### src/rtl/lmeu_pkg.sv
// rtl/lmeu_pkg.sv - shared types, opcodes and control decode for the main control FSM
// Purpose: state_t enum, opcode and alu_op constants, and the per-state control word.
// Ports: none (package).
package lmeu_pkg;

   typedef enum logic [3:0] {
      FETCH,
      DECODE,
      EXEC_R,
      EXEC_SPC,
      WB_R,
      WB_SPC,
      EXEC_ADDR,
      MEM_RD,
      MEM_WR,
      WB_MEM,
      BRANCH,
      TRAP
   } state_t;

   localparam logic [5:0] OP_RTYPE = 6'b000000;
   localparam logic [5:0] OP_LW    = 6'b100011;
   localparam logic [5:0] OP_SW    = 6'b101011;
   localparam logic [5:0] OP_BEQ   = 6'b000100;
   localparam logic [5:0] OP_SPC   = 6'b111111;

   localparam logic [1:0] ALUOP_ADD   = 2'b00;
   localparam logic [1:0] ALUOP_CMP   = 2'b01;
   localparam logic [1:0] ALUOP_FUNCT = 2'b10;
   localparam logic [1:0] ALUOP_SPC   = 2'b11;

   // Level outputs that depend only on the state. ir_write/pc_write are not
   // here: they fire on the accepted fetch cycle, not for the whole FETCH stay.
   typedef struct packed {
      logic [1:0] alu_op;
      logic       alu_src;
      logic       reg_dst;
      logic       mem_to_reg;
      logic       pc_branch;
      logic       imem_req;
      logic       dmem_rd;
      logic       dmem_wr;
      logic       reg_write;
      logic       trap;
   } ctrl_t;

   function automatic ctrl_t decode_ctrl(input state_t s);
      ctrl_t c;
      c = '0;
      case (s)
         FETCH:     c.imem_req = 1'b1;
         EXEC_R:    c.alu_op = ALUOP_FUNCT;
         WB_R:      begin c.alu_op = ALUOP_FUNCT; c.reg_write = 1'b1; c.reg_dst = 1'b1; end
         EXEC_SPC:  c.alu_op = ALUOP_SPC;
         WB_SPC:    begin c.alu_op = ALUOP_SPC; c.reg_write = 1'b1; c.reg_dst = 1'b1; end
         EXEC_ADDR: begin c.alu_op = ALUOP_ADD; c.alu_src = 1'b1; end
         MEM_RD:    begin c.alu_op = ALUOP_ADD; c.alu_src = 1'b1; c.dmem_rd = 1'b1; end
         MEM_WR:    begin c.alu_op = ALUOP_ADD; c.alu_src = 1'b1; c.dmem_wr = 1'b1; end
         WB_MEM:    begin c.reg_write = 1'b1; c.mem_to_reg = 1'b1; end
         BRANCH:    begin c.alu_op = ALUOP_CMP; c.pc_branch = 1'b1; end
         TRAP:      c.trap = 1'b1;
         default:   c = '0;
      endcase
      return c;
   endfunction

endpackage

### src/rtl/main_control_fsm_if.sv
// rtl/main_control_fsm_if.sv - handshake and datapath-control bundle of the main control FSM
// Purpose: groups opcode/ready inputs and all control outputs.
// Ports: master = control FSM (drives controls), slave = datapath/memory side.
interface main_control_fsm_if;
   logic [5:0] opcode;
   logic       imem_ready;
   logic       dmem_ready;
   logic [1:0] alu_op;
   logic       alu_src;
   logic       reg_dst;
   logic       mem_to_reg;
   logic       pc_write;
   logic       pc_branch;
   logic       ir_write;
   logic       imem_req;
   logic       dmem_rd;
   logic       dmem_wr;
   logic       reg_write;
   logic       trap;

   modport master (
      input  opcode, imem_ready, dmem_ready,
      output alu_op, alu_src, reg_dst, mem_to_reg, pc_write, pc_branch,
             ir_write, imem_req, dmem_rd, dmem_wr, reg_write, trap
   );

   modport slave (
      output opcode, imem_ready, dmem_ready,
      input  alu_op, alu_src, reg_dst, mem_to_reg, pc_write, pc_branch,
             ir_write, imem_req, dmem_rd, dmem_wr, reg_write, trap
   );
endinterface

### src/rtl/mem_wait_timer.sv
// rtl/mem_wait_timer.sv - wait-cycle counter for memory handshakes
// Purpose: counts cycles spent waiting on a ready; expired marks the last allowed cycle.
// Ports: clk, rst_n (async active-low), clear (restart at 0), enable (count one wait
//        cycle), expired (count == MEM_TIMEOUT-1).
module mem_wait_timer #(
   parameter int MEM_TIMEOUT = 16
) (
   input  logic clk,
   input  logic rst_n,
   input  logic clear,
   input  logic enable,
   output logic expired
);
   localparam int W = (MEM_TIMEOUT > 2) ? $clog2(MEM_TIMEOUT) : 1;
   localparam logic [W-1:0] LAST = W'(MEM_TIMEOUT - 1);

   logic [W-1:0] count;

   always_ff @(posedge clk or negedge rst_n) begin
      if (!rst_n) begin
         count <= '0;
      end else if (clear) begin
         count <= '0;
      end else if (enable && !expired) begin
         count <= count + W'(1);
      end
   end

   assign expired = (count == LAST);
endmodule

### src/rtl/main_control_fsm.sv
// rtl/main_control_fsm.sv - multicycle main control unit (fetch/decode/execute/memory/writeback)
// Purpose: sequences each instruction and drives ALU op, datapath enables and memory strobes.
// Ports: clk, rst_n (async active-low), bus (main_control_fsm_if.master): opcode,
//        imem_ready, dmem_ready in; alu_op, alu_src, reg_dst, mem_to_reg, pc_write,
//        pc_branch, ir_write, imem_req, dmem_rd, dmem_wr, reg_write, trap out.
module main_control_fsm
   import lmeu_pkg::*;
#(
   parameter int MEM_TIMEOUT = 16
) (
   input  logic                clk,
   input  logic                rst_n,
   main_control_fsm_if.master  bus
);
   state_t state;
   state_t next_state;
   ctrl_t  ctrl;
   logic   waiting;
   logic   ready;
   logic   expired;
   logic   fetch_done;

   // A fetch only counts as waiting once imem_req is actually out; the
   // registered request is low in the first cycle after reset.
   always_comb begin
      waiting = 1'b0;
      ready   = 1'b0;
      case (state)
         FETCH:          begin waiting = ctrl.imem_req; ready = bus.imem_ready; end
         MEM_RD, MEM_WR: begin waiting = 1'b1;          ready = bus.dmem_ready; end
         default:        ;
      endcase
   end

   always_comb begin
      next_state = state;
      case (state)
         FETCH: begin
            if (waiting && ready)        next_state = DECODE;
            else if (waiting && expired) next_state = TRAP;
         end
         DECODE: begin
            case (bus.opcode)
               OP_RTYPE:     next_state = EXEC_R;
               OP_LW, OP_SW: next_state = EXEC_ADDR;
               OP_BEQ:       next_state = BRANCH;
               OP_SPC:       next_state = EXEC_SPC;
               default:      next_state = TRAP;
            endcase
         end
         EXEC_R:   next_state = WB_R;
         WB_R:     next_state = FETCH;
         EXEC_SPC: next_state = WB_SPC;
         WB_SPC:   next_state = FETCH;
         EXEC_ADDR: begin
            if (bus.opcode == OP_LW)      next_state = MEM_RD;
            else if (bus.opcode == OP_SW) next_state = MEM_WR;
            else                          next_state = TRAP;
         end
         MEM_RD: begin
            if (ready)        next_state = WB_MEM;
            else if (expired) next_state = TRAP;
         end
         MEM_WR: begin
            if (ready)        next_state = FETCH;
            else if (expired) next_state = TRAP;
         end
         WB_MEM:  next_state = FETCH;
         BRANCH:  next_state = FETCH;
         TRAP:    next_state = TRAP;
         default: next_state = TRAP;
      endcase
   end

   // Any state change restarts the count, so each wait state is entered at 0.
   mem_wait_timer #(.MEM_TIMEOUT(MEM_TIMEOUT)) u_timer (
      .clk     (clk),
      .rst_n   (rst_n),
      .clear   (next_state != state),
      .enable  (waiting && !ready),
      .expired (expired)
   );

   // Outputs are registered from the next state so they line up with the
   // state register while remaining glitch-free.
   always_ff @(posedge clk or negedge rst_n) begin
      if (!rst_n) begin
         state <= FETCH;
         ctrl  <= '0;
      end else begin
         state <= next_state;
         ctrl  <= decode_ctrl(next_state);
      end
   end

   // IR/PC load on the single cycle the fetch is accepted.
   assign fetch_done = (state == FETCH) && ctrl.imem_req && bus.imem_ready;

   assign bus.ir_write   = fetch_done;
   assign bus.pc_write   = fetch_done;
   assign bus.alu_op     = ctrl.alu_op;
   assign bus.alu_src    = ctrl.alu_src;
   assign bus.reg_dst    = ctrl.reg_dst;
   assign bus.mem_to_reg = ctrl.mem_to_reg;
   assign bus.pc_branch  = ctrl.pc_branch;
   assign bus.imem_req   = ctrl.imem_req;
   assign bus.dmem_rd    = ctrl.dmem_rd;
   assign bus.dmem_wr    = ctrl.dmem_wr;
   assign bus.reg_write  = ctrl.reg_write;
   assign bus.trap       = ctrl.trap;
endmodule

### src/flat_wrapper.sv
// flat-port wrapper written by rule: the top's interface ports become plain ports
module main_control_fsm_flat import lmeu_pkg::*;
#(
   parameter int MEM_TIMEOUT = 16
)
  (clk, rst_n, bus_opcode, bus_imem_ready, bus_dmem_ready, bus_alu_op, bus_alu_src, bus_reg_dst, bus_mem_to_reg, bus_pc_write, bus_pc_branch, bus_ir_write, bus_imem_req, bus_dmem_rd, bus_dmem_wr, bus_reg_write, bus_trap);
  main_control_fsm_if bus_i ();
  input  logic clk;
  input  logic rst_n;
  input wire logic [$bits(bus_i.opcode)-1:0] bus_opcode;
  input wire logic [$bits(bus_i.imem_ready)-1:0] bus_imem_ready;
  input wire logic [$bits(bus_i.dmem_ready)-1:0] bus_dmem_ready;
  output wire logic [$bits(bus_i.alu_op)-1:0] bus_alu_op;
  output wire logic [$bits(bus_i.alu_src)-1:0] bus_alu_src;
  output wire logic [$bits(bus_i.reg_dst)-1:0] bus_reg_dst;
  output wire logic [$bits(bus_i.mem_to_reg)-1:0] bus_mem_to_reg;
  output wire logic [$bits(bus_i.pc_write)-1:0] bus_pc_write;
  output wire logic [$bits(bus_i.pc_branch)-1:0] bus_pc_branch;
  output wire logic [$bits(bus_i.ir_write)-1:0] bus_ir_write;
  output wire logic [$bits(bus_i.imem_req)-1:0] bus_imem_req;
  output wire logic [$bits(bus_i.dmem_rd)-1:0] bus_dmem_rd;
  output wire logic [$bits(bus_i.dmem_wr)-1:0] bus_dmem_wr;
  output wire logic [$bits(bus_i.reg_write)-1:0] bus_reg_write;
  output wire logic [$bits(bus_i.trap)-1:0] bus_trap;
  assign bus_i.opcode = bus_opcode;
  assign bus_i.imem_ready = bus_imem_ready;
  assign bus_i.dmem_ready = bus_dmem_ready;
  assign bus_alu_op = bus_i.alu_op;
  assign bus_alu_src = bus_i.alu_src;
  assign bus_reg_dst = bus_i.reg_dst;
  assign bus_mem_to_reg = bus_i.mem_to_reg;
  assign bus_pc_write = bus_i.pc_write;
  assign bus_pc_branch = bus_i.pc_branch;
  assign bus_ir_write = bus_i.ir_write;
  assign bus_imem_req = bus_i.imem_req;
  assign bus_dmem_rd = bus_i.dmem_rd;
  assign bus_dmem_wr = bus_i.dmem_wr;
  assign bus_reg_write = bus_i.reg_write;
  assign bus_trap = bus_i.trap;
  main_control_fsm #(.MEM_TIMEOUT(MEM_TIMEOUT)) u_core (.clk(clk), .rst_n(rst_n), .bus(bus_i));
endmodule
### config.mk
export PLATFORM = sky130hd
export DESIGN_NAME = main_control_fsm_flat
export DESIGN_NICKNAME = d
export VERILOG_FILES = /design/src/rtl/lmeu_pkg.sv /design/src/rtl/main_control_fsm_if.sv /design/src/rtl/mem_wait_timer.sv /design/src/rtl/main_control_fsm.sv /design/src/flat_wrapper.sv
export SDC_FILE = /design/constraint.sdc
export NUM_CORES = 1
export LEC_CHECK = 0
export CAP_MARGIN = 20
export CELL_PAD_IN_SITES_DETAIL_PLACEMENT = 1
export CELL_PAD_IN_SITES_GLOBAL_PLACEMENT = 2
export CORE_MARGIN = 3
export CORE_UTILIZATION = 32
export CTS_CLUSTER_SIZE = 25
export DETAILED_ROUTE_END_ITERATION = 10
export GPL_TIMING_DRIVEN = 0
export PLACE_DENSITY_LB_ADDON = 0.1
export SKIP_CTS_REPAIR_TIMING = 1
export SLEW_MARGIN = 25
export SYNTH_ARGS = -nofsm -noshare
export SYNTH_HDL_FRONTEND = slang
export SYNTH_SLANG_ARGS = --single-unit
### constraint.sdc
create_clock -name clk -period 2.7 [get_ports clk]
set_clock_uncertainty 0.2 [all_clocks]
set_input_delay 0.675 -clock clk [delete_from_list [all_inputs] [get_ports clk]]
set_output_delay 0.675 -clock clk [all_outputs]
set_load 0.02 [all_outputs]
==> results of run 1 <==
final timing paths:
| path | endpoint | cells past startpoint |
|---|---|---|
| max | bus_ir_write | 5 |
| min | u_core.u_timer.count[3] | 2 |
| max reg2reg | u_core.u_timer.count[1] | 7 |
| min reg2reg | u_core.u_timer.count[3] | 2 |
| max in group asynchronous | u_core.bus.imem_req | 1 |
| min in group asynchronous | u_core.bus.alu_op[1] | 1 |
critical path, cell delays in order (launching register included):
cell and delay [ns]:
sky130_fd_sc_hd__dfrtp_1 0.37, sky130_fd_sc_hd__buf_6 0.15, sky130_fd_sc_hd__nor3_4 0.41, sky130_fd_sc_hd__a21oi_4 0.12, sky130_fd_sc_hd__nor2_2 0.13, sky130_fd_sc_hd__dlymetal6s2s_1 0.24
stage by stage:
stage / setup TNS [ns] / std cells / total power [mW] / util (%) / setup WS (ns)
final: 0 / 193 / 0.512 / 46.7 / 0.152
after global routing: 0 / 193 / 0.533 / 46.7 / 0.0488
after CTS: -2.27 / 192 / 0.516 / 44.0 / -0.705
after detailed placement: -4.81 / 188 / 0.325 / 42.7 / -0.704
after global placement: -4.51 / 188 / 0.324 / 42.7 / -0.687
after floorplan: 0 / 120 / 0.300 / - / 0.329
cells in the final DEF, fill, tap and decap left out, types with 2 or more instances in the layout:
cell and count:
sky130_fd_sc_hd__nor3_4 2, sky130_fd_sc_hd__xor2_1 2, sky130_fd_sc_hd__nor2_2 2, sky130_fd_sc_hd__nor4_2 3
sky130_fd_sc_hd__nand3_1 5, sky130_fd_sc_hd__nor4_1 3, sky130_fd_sc_hd__inv_2 3, sky130_fd_sc_hd__a21oi_4 2
sky130_fd_sc_hd__buf_4 4, sky130_fd_sc_hd__clkdlybuf4s50_1 12, sky130_fd_sc_hd__nor3_2 2, sky130_fd_sc_hd__o21ai_0 6
sky130_fd_sc_hd__a21o_1 2, sky130_fd_sc_hd__a31oi_1 2, sky130_fd_sc_hd__clkbuf_8 3, sky130_fd_sc_hd__inv_1 4
sky130_fd_sc_hd__nor2b_1 3, sky130_fd_sc_hd__nor2_1 5, sky130_fd_sc_hd__dlymetal6s2s_1 9, sky130_fd_sc_hd__and3_1 4
sky130_fd_sc_hd__o21ai_1 2, sky130_fd_sc_hd__buf_6 3, sky130_fd_sc_hd__or2_1 3, sky130_fd_sc_hd__a22o_1 2
sky130_fd_sc_hd__a32oi_1 2, sky130_fd_sc_hd__dfrtp_1 19, sky130_fd_sc_hd__nand2_1 5
where the power goes:
part	internal, mW	leakage [nW]	total, mW	switching [mW]
Combinational	0.0164	0.511	0.0357	0.0193
Clock	0.102	0.0255	0.192	0.0893
Sequential	0.285	0.245	0.285	0
kinds of logic after synthesis:
group           Yosys count
compound gates           32
xor+xnor                  4
fa+ha+maj                 1
buf+inv                  13
flops                    19
mux                       2
simple gates             49
metal layers:
metal / vias to the layer above / part of all wire [%]
met5: - / 0
met4: 0 / 0.69
met3: 3 / 2.3
met2: 21 / 50
met1: 543 / 47
li1: 504 / -
cell type report:
class	instances	share of cell area, %
clock buffer	3	2.53
buffer	6	3.30
clock inverter	1	0.307
multi-input combinational	88	44.4
tap	46	3.53
inverter	7	1.61
sequential	19	29.2
timing repair buffer	23	15.2
cells in the mapped netlist (all sizes together) (2+ instances only):
cell | n | area share, %
dfrtp | 19 | 39
nor2 | 8 | 2.7
xnor2 | 2 | 1.4
xor2 | 2 | 1.4
a32oi | 2 | 1.4
buf | 6 | 4.4
nor4 | 6 | 3.1
o211ai | 2 | 1.6
a31oi | 2 | 1.0
o21ai | 8 | 3.3
nor3 | 5 | 4.2
inv | 7 | 2.2
and4 | 2 | 1.6
or2 | 3 | 1.5
a21o | 2 | 1.2
a22o | 2 | 1.4
a21oi | 3 | 1.9
o22ai | 2 | 1.0
nand2 | 5 | 1.5
and3 | 5 | 3.0
nor2b | 3 | 1.5
nand3 | 5 | 2.1
==> results.json, run 1 <==
{
  "endpoints_failing_hold": 0,
  "hp_class": "flop to flop",
  "global_route.overflow_total": 0,
  "fin_worst_hold_slack_ns": 0.415,
  "ant_nets": 0,
  "worstPathMaxFanout": 10,
  "grt.met3_usage_pct": 0.998,
  "postSynthRegisterBits": 19,
  "postLayoutCellArea_um2": 1630,
  "place_congestion": 0.830,
  "clock.fmax_mhz": 392,
  "crit_start_category": "flop",
  "post_synth_fa_ha_maj_area_fraction_pct": 1.03,
  "die-height_um": 67.6,
  "worst-endpoint-arrival_ns": 1.67,
  "async_reset_ff_share_pct": 100,
  "yosys.area_share.simple_pct": 26.5,
  "grt_pass1_wl_um": 5640,
  "detail_route.drc_violations": 0,
  "antenna_found_initial": 0,
  "first_iter_violations": 55,
  "syn-num-nets": 131,
  "power-per-cell-area_nw_per_um2": 314,
  "crit_start": "u_core.state[1]",
  "critical_path.reg2reg.startpoint": "u_core.u_timer.count[0]",
  "holdCritStartpoint": "u_core.u_timer.count[3]",
  "io_pins": 23,
  "max-vdd-ir-drop_uv": 133,
  "initial_core_util_pct": 34.8,
  "yosysSeqAreaShare_pct": 39.1,
  "global_route.usage.total_pct": 16.4,
  "synth-compound-area-share_pct": 21.8,
  "first_global_vias": 1145,
  "grt.met2_usage_pct": 28.8,
  "die_x_um": 67.6,
  "clock_path_buffers": 2,
  "grt.busiest_layer": "met2",
  "drt_first_pass_iters": 4,
  "slew-limit-headroom_pct": 46.4,
  "detailroute.via_count": 1071,
  "number_of_flops_mapped_to_enable_cells_by_yosys": 0,
  "floorplan.rows": 21,
  "tightest_pin_transition_ns": 0.802,
  "detail_route.wl_per_cell_um": 17.3,
  "synth.area.mux_share_pct": 2.06,
  "clock_insertion_delay_worst_skew_ns": 0.25,
  "dieArea_um2": 4570,
  "rsz0062_at_grt": "false",
  "post_synth_xor_area_fraction_pct": 2.88,
  "post-route-period-util_pct": 94.4,
  "placedInstanceArea_um2": 1490,
  "routed_wl_um": 3340,
  "setup_viol": 0,
  "syn_to_final_growth_pct": 34.2,
  "tritoncts_num_sinks": 19,
  "dpl.hpwl_um": 2590,
  "detail_route.vias_per_cell": 5.55,
  "register_area_um2": 475,
  "tritoncts_buffer_count": 3,
  "cts_root_buffer": "sky130_fd_sc_hd__clkbuf_8",
  "wp_data_required_ns": 1.82,
  "setup.reg_to_reg.worst_slack_ns": 0.26,
  "number_of_library_cell_types_mapped_by_synthesis": 52,
  "maxSlewViolCount": 0,
  "clkTransAtPathRegs_ns": 0.06,
  "critical_path_class": "flop to primary output",
  "post_synthesis_cells": 120,
  "max_cap_violations": 0,
  "htreeDepth": 1,
  "cellLeakagePower_nw": 0.782,
  "final_nets": 159,
  "fillCellCount": 391,
  "final_layout_size_suffix_gt1_share_pct": 25.9,
  "portBuffers": 22,
  "cts_tree": "built",
  "antenna-diode-count": 0,
  "status": "complete, no violations",
  "post_synthesis_mean_instance_area_um2": 10.1,
  "core_area_um2": 3490,
  "ys.flop_type": "sky130_fd_sc_hd__dfrtp_1",
  "synth_warnings": 0,
  "synth_top_family_by_area": "simple AND/OR/NAND/NOR gates",
  "grtUsageMet1_pct": 21.6,
  "grt_max_degree": 20,
  "combined_area_of_the_multi_input_logic_cells_um2": 723,
  "worstSetupEndpointType": "primary output",
  "syn-cell-area_um2": 1210,
  "final_period_demand_of_the_worst_path_ns": 2.55
}
Note: power is estimated with default switching activity, not from simulation.
==> run 2: changes to the inputs <==
- CORE_ASPECT_RATIO: default -> 1.25
==> run 2 against run 1 <==
Sequential cell count is the same. Largest power group unchanged. Critical path depth grew 1. Hold slack lost 0.026 ns. Sequential share of layout area shrank 0.18 points. Largest cell class unchanged.
==> results.json, run 2 (same netlist as run 1, synthesis figures left out) <==
{
  "post-place-cells": 181,
  "die_x_um": 61.1,
  "critical_path.reg2reg.startpoint": "u_core.state[3]",
  "clock.fmax_mhz": 393,
  "wp_data_required_ns": 1.82,
  "rsz0062_at_grt": "false",
  "clock_path_buffers": 2,
  "core_area_um2": 3570,
  "final_cell_mix": "19 x sky130_fd_sc_hd__dfrtp_1, 12 x sky130_fd_sc_hd__clkdlybuf4s50_1, 9 x sky130_fd_sc_hd__dlymetal6s2s_1",
  "grt_pass1_wl_um": 5240,
  "portBuffers": 22,
  "die-height_um": 74.9,
  "cts_root_buffer": "sky130_fd_sc_hd__clkbuf_8",
  "final_period_demand_of_the_worst_path_ns": 2.55,
  "post-route-period-util_pct": 94.3,
  "detail_route.vias_per_cell": 5.65,
  "fin_ws_ns": 0.153,
  "critical_path_class": "input port to primary output",
  "combPwrFrac_pct": 7.0,
  "antenna_found_initial": 0,
  "worstPathMaxFanout": 6,
  "detail_route.drc_violations": 0,
  "detailroute.via_count": 1050,
  "clkTransAtPathRegs_ns": 0.07,
  "floorplan.rows": 24,
  "syn_to_final_growth_pct": 35.0,
  "routed_wl_um": 3240,
  "status": "complete, no violations",
  "io_pins": 23,
  "cts_tree": "built",
  "crit_start": "bus_dmem_ready",
  "grt_max_degree": 20,
  "global_route.overflow_total": 0,
  "maxSlewViolCount": 0,
  "tritoncts_num_sinks": 19,
  "first_global_vias": 1069,
  "tightest_pin_transition_ns": 0.814,
  "clkPwrFrac_pct": 37.8,
  "drt_first_pass_iters": 4,
  "holdCritStartpoint": "u_core.u_timer.count[3]",
  "final_layout_size_suffix_gt1_share_pct": 27.9,
  "power-per-cell-area_nw_per_um2": 314,
  "net-switching-power_uw": 112,
  "worstSetupEndpointType": "primary output",
  "antenna-diode-count": 0,
  "tritoncts_buffer_count": 3,
  "dieArea_um2": 4580,
  "cellLeakagePower_nw": 0.785,
  "ant_nets": 0,
  "detail_route.wl_per_cell_um": 17.4,
  "place_congestion": 0.762,
  "internal-power_uw": 404,
  "worst-endpoint-arrival_ns": 1.67,
  "power.share.sequential_pct": 55.2,
  "slew-limit-headroom_pct": 45.6,
  "crit_start_category": "input port",
  "hp_class": "flop to flop",
  "clock_insertion_delay_worst_skew_ns": 0.25,
  "initial_core_util_pct": 34.0,
  "global_route.usage.total_pct": 15.3,
  "layout_commonest_cell": "sky130_fd_sc_hd__dfrtp_1",
  "max-vdd-ir-drop_uv": 266,
  "final_nets": 159,
  "placement.setup.worst_slack_ns": -0.743,
  "setup_viol": 0,
  "sw_frac_of_total_pct": 21.8,
  "dpl.hpwl_um": 2560,
  "endpoints_failing_hold": 0,
  "max_cap_violations": 0,
  "first_iter_violations": 11,
  "post_layout_nonfiller_instances": 186,
  "htreeDepth": 1
}
-- run 2: routing by layer --
metal	share of wire [%]	vias to the layer above	wire length, µm	GRT usage, %
met5	0	-	0	0
li1	-	507	-	-
met4	0.25	0	8	2.89
met3	2.9	2	95	3.43
met1	44	523	1410	18.7
met2	53	18	1720	27.2
-- run 2: area by class of cell --
cell class	instances	area [µm²]
clock buffer	3	41.3
fill	393	1930
inverter	7	26.3
sequential	19	475
tap	39	48.8
multi-input combinational	88	742
timing repair buffer	23	248
clock inverter	1	5.00
buffer	6	53.8
-- run 2: power groups by stage --
| stage | clock (mW) | sequential, mW | combinational, mW |
|---|---|---|---|
| finish | 0.195 | 0.284 | 0.0361 |
| detailed placement | 0 | 0.290 | 0.0346 |
| CTS | 0.201 | 0.284 | 0.0348 |
| floorplan | 0 | 0.290 | 0.00984 |
| global route | 0.216 | 0.284 | 0.0397 |
| global placement | 0 | 0.290 | 0.0338 |
-- run 2: per-stage QoR --
stage          utilization, %  instance area, µm²  hold slack, ns  total power, mW  TNS, ns
2_1_floorplan               -                1210           0.179            0.300        0
3_3_place_gp             41.5                1480           0.381            0.324    -4.60
3_5_place_dp             41.5                1480           0.375            0.325    -4.81
4_1_cts                  42.8                1530           0.389            0.521    -2.24
5_1_grt                  45.9                1640           0.435            0.540        0
6_report                 45.9                1640           0.389            0.516        0
-- run 2: path summary, 6_finish.rpt --
| check | to | slack, ns | depth (start not counted) |
|---|---|---|---|
| worst min register to register | u_core.u_timer.count[3] | 0.39 | 2 |
| max in group asynchronous | u_core.state[1] | 1.11 | 1 |
| worst max register to register | u_core.u_timer.count[1] | 0.30 | 7 |
| worst max-delay path | bus_pc_write | 0.15 | 6 |
| min in group asynchronous | u_core.bus.imem_req | 0.69 | 1 |
| worst min-delay path | u_core.u_timer.count[3] | 0.39 | 2 |
-- run 2: critical path: stages --
cell and delay [ns]:
sky130_fd_sc_hd__dlymetal6s2s_1 0.19, sky130_fd_sc_hd__mux2_4 0.32, sky130_fd_sc_hd__a21oi_4 0.15, sky130_fd_sc_hd__nor2_2 0.05, sky130_fd_sc_hd__buf_4 0.13, sky130_fd_sc_hd__buf_4 0.14
==> run 3: changes to the inputs <==
- SLEW_MARGIN: 25 -> default
==> results of run 3 <==
Final layout, timing and power as in run 2 (identical DEF).
